$ cat config.mk
export PLATFORM = sky130hd
export DESIGN_NAME = axi4_b_sender
export DESIGN_NICKNAME = d
export VERILOG_FILES = /design/src/rtl/axi4_b_sender.sv
export SDC_FILE = /design/constraint.sdc
export NUM_CORES = 1
export LEC_CHECK = 0
export ABC_AREA = 1
export ABC_CLOCK_PERIOD_IN_PS = 4200
export CELL_PAD_IN_SITES_DETAIL_PLACEMENT = 0
export CELL_PAD_IN_SITES_GLOBAL_PLACEMENT = 1
export CORE_AREA = 2 2 89 91
export CTS_CLUSTER_SIZE = 16
export DETAILED_ROUTE_END_ITERATION = 10
export DIE_AREA = 0 0 91 93
export PLACE_DENSITY_LB_ADDON = 0.12
export SLEW_MARGIN = 20
export SYNTH_ARGS = -nofsm -noshare
export SYNTH_HDL_FRONTEND = slang
export SYNTH_SLANG_ARGS = --single-unit
$ cat constraint.sdc
create_clock -name axi4_aclk -period 4.2 [get_ports axi4_aclk]
set_input_delay 0.84 -clock axi4_aclk [delete_from_list [all_inputs] [get_ports axi4_aclk]]
set_output_delay 0.84 -clock axi4_aclk [all_outputs]
set_load 0.005 [all_outputs]
$ cat src/rtl/axi4_b_sender.sv
`timescale 1ns/1ps
// axi4_b_sender: write-response stage of the RAB write path.
// Forwards master-side B responses to the slave side and injects local
// responses for write bursts the TLB dropped. An injection is released only
// after the W sender reports that the burst's data has been drained.
module axi4_b_sender #(
    parameter int AXI_ID_WIDTH    = 10,
    parameter int AXI_USER_WIDTH  = 2,
    parameter int DROP_FIFO_DEPTH = 4
) (
    input  logic                      axi4_aclk,
    input  logic                      axi4_arst,

    input  logic                      drop_valid,
    input  logic [AXI_ID_WIDTH-1:0]   drop_id,
    input  logic                      drop_prefetch,
    output logic                      drop_ready,

    input  logic                      wlast_received,
    output logic                      response_sent,

    output logic [AXI_ID_WIDTH-1:0]   s_axi4_bid,
    output logic [1:0]                s_axi4_bresp,
    output logic [AXI_USER_WIDTH-1:0] s_axi4_buser,
    output logic                      s_axi4_bvalid,
    input  logic                      s_axi4_bready,

    input  logic [AXI_ID_WIDTH-1:0]   m_axi4_bid,
    input  logic [1:0]                m_axi4_bresp,
    input  logic [AXI_USER_WIDTH-1:0] m_axi4_buser,
    input  logic                      m_axi4_bvalid,
    output logic                      m_axi4_bready
);

    localparam int PTR_W = $clog2(DROP_FIFO_DEPTH);
    localparam int CNT_W = PTR_W + 1;
    localparam logic [CNT_W-1:0] FIFO_FULL = CNT_W'(DROP_FIFO_DEPTH);

    localparam logic [1:0] ST_IDLE = 2'd0;
    localparam logic [1:0] ST_FWD  = 2'd1;
    localparam logic [1:0] ST_INJ  = 2'd2;

    localparam logic [1:0] RESP_OKAY   = 2'b00;
    localparam logic [1:0] RESP_SLVERR = 2'b10;

    // Drop FIFO: each entry is {prefetch, id}.
    logic [AXI_ID_WIDTH:0]     r_fifo_mem [DROP_FIFO_DEPTH];
    logic [PTR_W-1:0]          r_wr_ptr;
    logic [PTR_W-1:0]          r_rd_ptr;
    logic [CNT_W-1:0]          r_count;

    // Number of FIFO entries (from the head) whose W data is fully drained.
    logic [CNT_W-1:0]          r_ndrained;
    logic [CNT_W-1:0]          w_ndrained_nxt;

    logic [1:0]                r_state;
    logic                      r_last_grant_inj;
    logic [AXI_ID_WIDTH-1:0]   r_bid;
    logic [1:0]                r_bresp;
    logic [AXI_USER_WIDTH-1:0] r_buser;

    logic                      w_push;
    logic                      w_pop;
    logic                      w_s_hs;
    logic                      w_idle;
    logic                      w_wlast_ok;
    logic                      w_inject_ok;
    logic                      w_grant_fwd;
    logic                      w_grant_inj;
    logic [AXI_ID_WIDTH:0]     w_head;

    assign w_idle      = (r_state == ST_IDLE);
    assign w_s_hs      = s_axi4_bvalid & s_axi4_bready;
    assign w_pop       = w_s_hs & (r_state == ST_INJ);
    assign w_push      = drop_valid & drop_ready;
    // A drain pulse only counts if an undrained entry is actually pending.
    assign w_wlast_ok  = wlast_received & (r_ndrained < r_count);
    assign w_inject_ok = (r_ndrained != '0);
    assign w_head      = r_fifo_mem[r_rd_ptr];

    // Round-robin between the two sources when both are ready in IDLE.
    assign w_grant_fwd = w_idle & m_axi4_bvalid & (~w_inject_ok | r_last_grant_inj);
    assign w_grant_inj = w_idle & w_inject_ok & (~m_axi4_bvalid | ~r_last_grant_inj);

    assign drop_ready    = (r_count != FIFO_FULL);
    assign response_sent = w_pop;
    assign m_axi4_bready = w_grant_fwd;
    assign s_axi4_bvalid = ~w_idle;
    assign s_axi4_bid    = r_bid;
    assign s_axi4_bresp  = r_bresp;
    assign s_axi4_buser  = r_buser;

    // Store dropped-burst entries.
    // NOTE: the storage array has no reset; validity is tracked by r_count,
    // and leaving it out of reset lets it map onto plain RAM/register cells.
    always_ff @(posedge axi4_aclk) begin
        if (w_push) begin
            r_fifo_mem[r_wr_ptr] <= {drop_prefetch, drop_id};
        end
    end

    // FIFO pointers and occupancy.
    // NOTE: sequential state uses non-blocking assignments so every register
    // samples the pre-edge values regardless of statement order.
    always_ff @(posedge axi4_aclk or posedge axi4_arst) begin
        if (axi4_arst) begin
            r_wr_ptr <= '0;
            r_rd_ptr <= '0;
            r_count  <= '0;
        end else begin
            if (w_push) begin
                r_wr_ptr <= r_wr_ptr + PTR_W'(1);
            end
            if (w_pop) begin
                r_rd_ptr <= r_rd_ptr + PTR_W'(1);
            end
            if (w_push && !w_pop) begin
                r_count <= r_count + CNT_W'(1);
            end else if (!w_push && w_pop) begin
                r_count <= r_count - CNT_W'(1);
            end
        end
    end

    // Next value of the drained counter: increment and decrement cancel out.
    // NOTE: the default assignment first guarantees no latch is inferred.
    always_comb begin
        w_ndrained_nxt = r_ndrained;
        if (w_wlast_ok && !w_pop) begin
            w_ndrained_nxt = r_ndrained + CNT_W'(1);
        end else if (!w_wlast_ok && w_pop) begin
            w_ndrained_nxt = r_ndrained - CNT_W'(1);
        end
    end

    // Drained counter register.
    always_ff @(posedge axi4_aclk or posedge axi4_arst) begin
        if (axi4_arst) begin
            r_ndrained <= '0;
        end else begin
            r_ndrained <= w_ndrained_nxt;
        end
    end

    // Response FSM: grant a source in IDLE, hold the payload until accepted.
    always_ff @(posedge axi4_aclk or posedge axi4_arst) begin
        if (axi4_arst) begin
            r_state          <= ST_IDLE;
            r_last_grant_inj <= 1'b1;
            r_bid            <= '0;
            r_bresp          <= '0;
            r_buser          <= '0;
        end else begin
            case (r_state)
                ST_IDLE: begin
                    if (w_grant_fwd) begin
                        r_state          <= ST_FWD;
                        r_last_grant_inj <= 1'b0;
                        r_bid            <= m_axi4_bid;
                        r_bresp          <= m_axi4_bresp;
                        r_buser          <= m_axi4_buser;
                    end else if (w_grant_inj) begin
                        r_state          <= ST_INJ;
                        r_last_grant_inj <= 1'b1;
                        r_bid            <= w_head[AXI_ID_WIDTH-1:0];
                        r_bresp          <= w_head[AXI_ID_WIDTH] ? RESP_OKAY : RESP_SLVERR;
                        r_buser          <= '0;
                    end
                end
                default: begin
                    if (s_axi4_bready) begin
                        r_state <= ST_IDLE;
                    end
                end
            endcase
        end
    end

endmodule

## Word-level counts from Yosys, hierarchy flattened

Memory sizes are Yosys's and may differ from the RTL's.
Cells that the tools add are included.

| word-level totals | value |
|---|---|
| RAM bits | 44 |
| register bits after elaboration | 27 |
| memories kept | 1 |
| word-level logic and storage cells | 68 |
| input bits | 31 |
| output and inout port bits | 18 |

| operators by class | value |
|---|---|
| $add $sub $neg | 6 |
| eq/ne operators | 3 |
| reduce and logical (&&, ||, !) cells | 15 |
| bitwise gates (word level) | 14 |
| $lt $le $gt $ge | 1 |
| multiplexer cells | 19 |

Memories:

| memory | words | width | read ports | clocked after Yosys merged registers in | write ports | line | text |
|---|---|---|---|---|---|---|---|
| r_fifo_mem | 4 | 11 | 1 | 0 | 1 | 47 | `logic [AXI_ID_WIDTH:0] r_fifo_mem [DROP_FIFO_DEPTH];` |

Operators with widths:

| cell | count |
|---|---|
| 2-to-1 mux 10 bit | 2 |
| 2-to-1 mux 2 bit | 9 |
| 2-to-1 mux 3 bit | 4 |
| AND 1 bit | 8 |
| nonzero test 2 bit | 4 |
| adder 3 x 1 -> 3 bit (second input constant) | 2 |
| subtractor 3 x 1 -> 3 bit (second input constant) | 2 |
| adder 2 x 1 -> 2 bit (second input constant) | 2 |
| logical AND 1 bit | 4 |
| 2-to-1 mux 1 bit | 4 |
| NOT 1 bit | 4 |
| AND reduction 2 bit | 2 |
| logical NOT 1 bit | 3 |
| < comparator 3 bit | 1 |
| != test 3 x 2 -> 1 bit (second input constant) | 1 |
| != test 3 bit (second input constant) | 1 |
| nonzero test 3 bit | 1 |
| == test 2 bit (second input constant) | 1 |
| logical NOT 2 bit | 1 |
| OR 1 bit | 2 |

## Depth between registers and ports, before layout

| logic depth | value |
|---|---|
| depth in word-level cells | 7 |
| depth in mapped cells | 10 |
| depth with buffers taken out | 10 |

## Least setup slack after synthesis

No wires, ideal clock.

| path | value |
|---|---|
| path type | input-to-reg |
| start | input port drop_valid |
| end | register r_count[2] |
| required time | 4.069 ns |
| path buffers | 0 |
| setup time | 0.131 ns |
| stages | 8 |
| data arrival time | 1.969 ns |
| path slack | 2.101 ns |
| path through | nand2_1 -> inv_1 -> ha_1 -> inv_1 -> fa_1 -> a21oi_1 -> o21ai_0 -> xor2_1 |

| on the way | value |
|---|---|
| longest elaborated chain between the ends | 4 |
| elaborated cells between the ends (all ways) | 6 |
| those cells by class | mux (1); bitwise (1); reduce/logical (4) |

Ends and longest elaborated chain:

| what | line | text |
|---|---|---|
| start: declaration | 14 | `input logic drop_valid,` |
| AND 1 bit (*) | 75 | `assign w_push = drop_valid & drop_ready;` |
| net w_push | 62 | `logic w_push;` |
| logical NOT 1 bit | 119 | `end else if (!w_push && w_pop) begin` |
| logical AND 1 bit | 119 |  |
| nonzero test 2 bit (no line) | n/a |  |
| end signal: assignment | 118 | `r_count <= r_count + CNT_W'(1);` |
| end signal: assignment | 120 | `r_count <= r_count - CNT_W'(1);` |
| end: declaration | 50 | `logic [CNT_W-1:0] r_count;` |

Mark *: on every way through the listed nets, which the timed path passes. The rest lies on a longest branch.
A chain may end at the register's enable or synchronous reset.

## Worst setup path in the final report

| path | value |
|---|---|
| start | input port m_axi4_bvalid |
| end | output port m_axi4_bready |

| on the way | value |
|---|---|
| longest elaborated chain between the ends | 2 |

Ends and longest elaborated chain:

| what | line | text |
|---|---|---|
| start: declaration | 31 | `input logic m_axi4_bvalid,` |
| AND 1 bit (2 in series) | 82 | `assign w_grant_fwd = w_idle & m_axi4_bvalid & (~w_inject_ok \| r_last_grant_inj);` |
| end: declaration | 32 | `output logic m_axi4_bready` |

Every way passes these cells.

==> impl_metrics.ini <==
[status]
outcome = completed

[timing]
slew_headroom = 0.507
drv_slew = 0
layout_min_cycle_time_ns = 3.24
timing.final.crit_share = 0.772
tightestPinTransition_ns = 0.740
timing.clock.skew_ns = 0.00928
setup_violations = 0
fmax_mhz = 309
rsz0062_at_grt = no
hold_violations = 0
fin_hold_ws_ns = 0.511
worst_slack_ns = 0.959
tns_ns = 0

[synthesis]
synthAdderAreaFrac = 0.0429
syn_nets = 355
synth-compound-area-share = 0.0199
synth_cell_types = 24
synthSimpleGateAreaFrac = 0.228
synth.cell_area_um2 = 3270
synth_warnings = 0
ys_seq_area_frac = 0.612
synthXorXnorAreaFrac = 0.0188
syn_inst = 314
ys_ff_latch = 71
avgSynthCellArea_um2 = 10.4
synth_mux_area_frac = 0.00345
synth_top_family_by_area = simple AND/OR/NAND/NOR gates

[floorplan]
die_y_um = 93
die-width_um = 91
dieArea_um2 = 8460
rows = 32
fp.coreArea_um2 = 7530
initial_core_util = 0.434
ios = 49

[route]
dr.pass1.iters = 4
drc = 0
antenna_left = 0
drt-total-wl_um = 6380
routed-via-count = 2208
avgRoutedWirePerCell_um = 13.5
drt_iter0_drc = 130
vias_per_cell = 4.68

[power]
power_mw = 2.83
p_leak_nw = 1.75
ir_worst_vdd_mv = 0.243
p_per_area_nw_per_um2 = 712

[setup_path]
path_class = input port to output port
worstPathCellList = clkdlybuf4s50_1, inv_1, nor2_8, nand2_4, inv_1, clkdlybuf4s50_1
worstPathMaxFanout = 13
worstSetupStartpointType = input port
crit_family = buffers and inverters
crit_slowest_cell = clkdlybuf4s50_1
worstPathRequired_ns = 3.36
path_buf_inv = 4
reg2reg_slack_ns = 2.11
slowest_delay_ns = 0.51
arrival_ns = 2.40
crit_path_end_kind = output port

[layout]
fin_cells = 472
finalNetCount = 406
drive_above_1_share = 0.0892
syn_to_final_growth_pct = 21.6
diodes = 0

[clocking]
cts_tree = yes
ctsHoldBuffers = 0
clock-root-buffer = clkbuf_8
cts_max_path_buffers = 2
postCtsSetupRepairBufs = 0
post_cts_resized = 0
htreeDepth = 3
clock-sinks = 71
insertion_delay_ns = 0.34
cts_buffers = 9
path_clk_slew_ns = 0.07

[global_routing]
overflow = 0
grt_antenna_before_repair = 0
track_usage = 0.168
grt_pass1_wl_um = 10900
grt_pass1_vias = 2165
grt_max_degree = 28

[placement]
port_buffers = 48
gp_congestion = 0.732
pre_cts_ws_ns = 0.953
dp.final_hpwl_um = 4380
placed_cells = 456

[min_path]
hold_class = register to register

[flow_run]
maxCapViolCount = 0
metrics by stage:
stage                      util  area (um^2)
after floorplan               -         3270
after global placement    0.506         3810
after detailed placement  0.506         3810
after CTS                 0.528         3970
after global routing      0.528         3970
final                     0.528         3970
power breakdown:
part,internal (mW),total [mW],switching [mW]
combinational,0.519,1.23,0.707
clock,0.211,0.462,0.251
sequential,0.982,1.14,0.156
total,1.71,2.83,1.11
tightest hold or removal path, stage by stage, from the launching register on:
cell and delay (ns):
dfrtp_1 0.35, nand3_1 0.07, nand2_1 0.06
cell usage in the layout (no fill, tap or decap):
cell and count:
a21oi_1 4, and3_1 1, buf_4 4, clkbuf_1 1, clkbuf_8 9, clkdlybuf4s50_1 48
clkinv_1 2, clkinv_2 1, clkinv_4 2, clkinvlp_4 1, dfrtp_1 26, dfstp_2 1
edfxtp_1 44, fa_1 2, ha_1 8, inv_1 33, inv_2 6, mux2_2 1
nand2_1 86, nand2_2 1, nand2_4 5, nand3_1 61, nor2_1 6, nor2_2 1
nor2_8 1, o211ai_1 2, o21ai_0 6, xnor2_1 2, xor2_1 5
cells by family after synthesis:
| logic type | count (synthesis) |
|---|---|
| flip-flops | 71 |
| XOR/XNOR | 7 |
| buffers and inverters | 51 |
| AO/OA/AOI/OAI | 12 |
| AND/OR/NAND/NOR | 162 |
| multiplexers | 1 |
| adder cells (fa/ha/maj) | 10 |
synthesized netlist by cell type:
cell type	number	share of area
nand2_1	86	0.099
nor2_8	1	0.0061
buf_2	3	0.0046
o211ai_1	2	0.0046
o21ai_0	6	0.0092
inv_2	5	0.0057
nand2_2	1	0.0019
xnor2_1	2	0.0054
nor2_2	1	0.0019
a21oi_1	4	0.0061
mux2_2	1	0.0034
buf_6	4	0.014
fa_1	2	0.012
inv_1	34	0.039
ha_1	8	0.031
and3_1	1	0.0019
edfxtp_1	44	0.40
nand3_1	61	0.093
nor2_1	6	0.0069
dfstp_2	1	0.0080
nand2_4	5	0.017
xor2_1	5	0.013
buf_4	5	0.011
dfrtp_1	26	0.20
worst paths after layout:
kind,start,endpoint,cells after the start
max,m_axi4_bvalid,m_axi4_bready,6
min,s_axi4_bresp[0]$_DFFE_PP0P_,s_axi4_bresp[0]$_DFFE_PP0P_,2
max reg2reg,r_count[2]$_DFFE_PP0P_,r_ndrained[2]$_DFFE_PP0P_,10
min reg2reg,s_axi4_bresp[0]$_DFFE_PP0P_,s_axi4_bresp[0]$_DFFE_PP0P_,2
max in group asynchronous,axi4_arst,s_axi4_bid[5]$_DFFE_PP0P_,2
min in group asynchronous,axi4_arst,r_wr_ptr[0]$_DFFE_PP0P_,2
sequential cells by signal, summed over array words and instances (netlist names):
| name | count |
|---|---|
| r_rd_ptr | 2 |
| s_axi4_buser | 2 |
| r_wr_ptr | 2 |
| s_axi4_bresp | 2 |
| r_count | 3 |
| r_ndrained | 3 |
| s_axi4_bid | 10 |
| r_state | 2 |
| r_fifo_mem | 44 |
| r_last_grant_inj | 1 |
metal layers:
layer	global-route usage	up-vias	wire, um
li1	-	1130	-
met1	0.227	1029	3010
met2	0.264	43	3040
met3	0.0363	6	258
met4	0.0720	0	71
met5	0	-	0
final cells by class:
class                   count  area [um^2]
inverters                  39          146
clock inverters             6         37.5
repair buffers             52          510
fillers                   727         3560
flip-flops and latches     71         2000
multi-input cells         192         1020
well taps                 102          128
clock buffers              10          128
No activity file was read; power rests on OpenSTA's default activity.
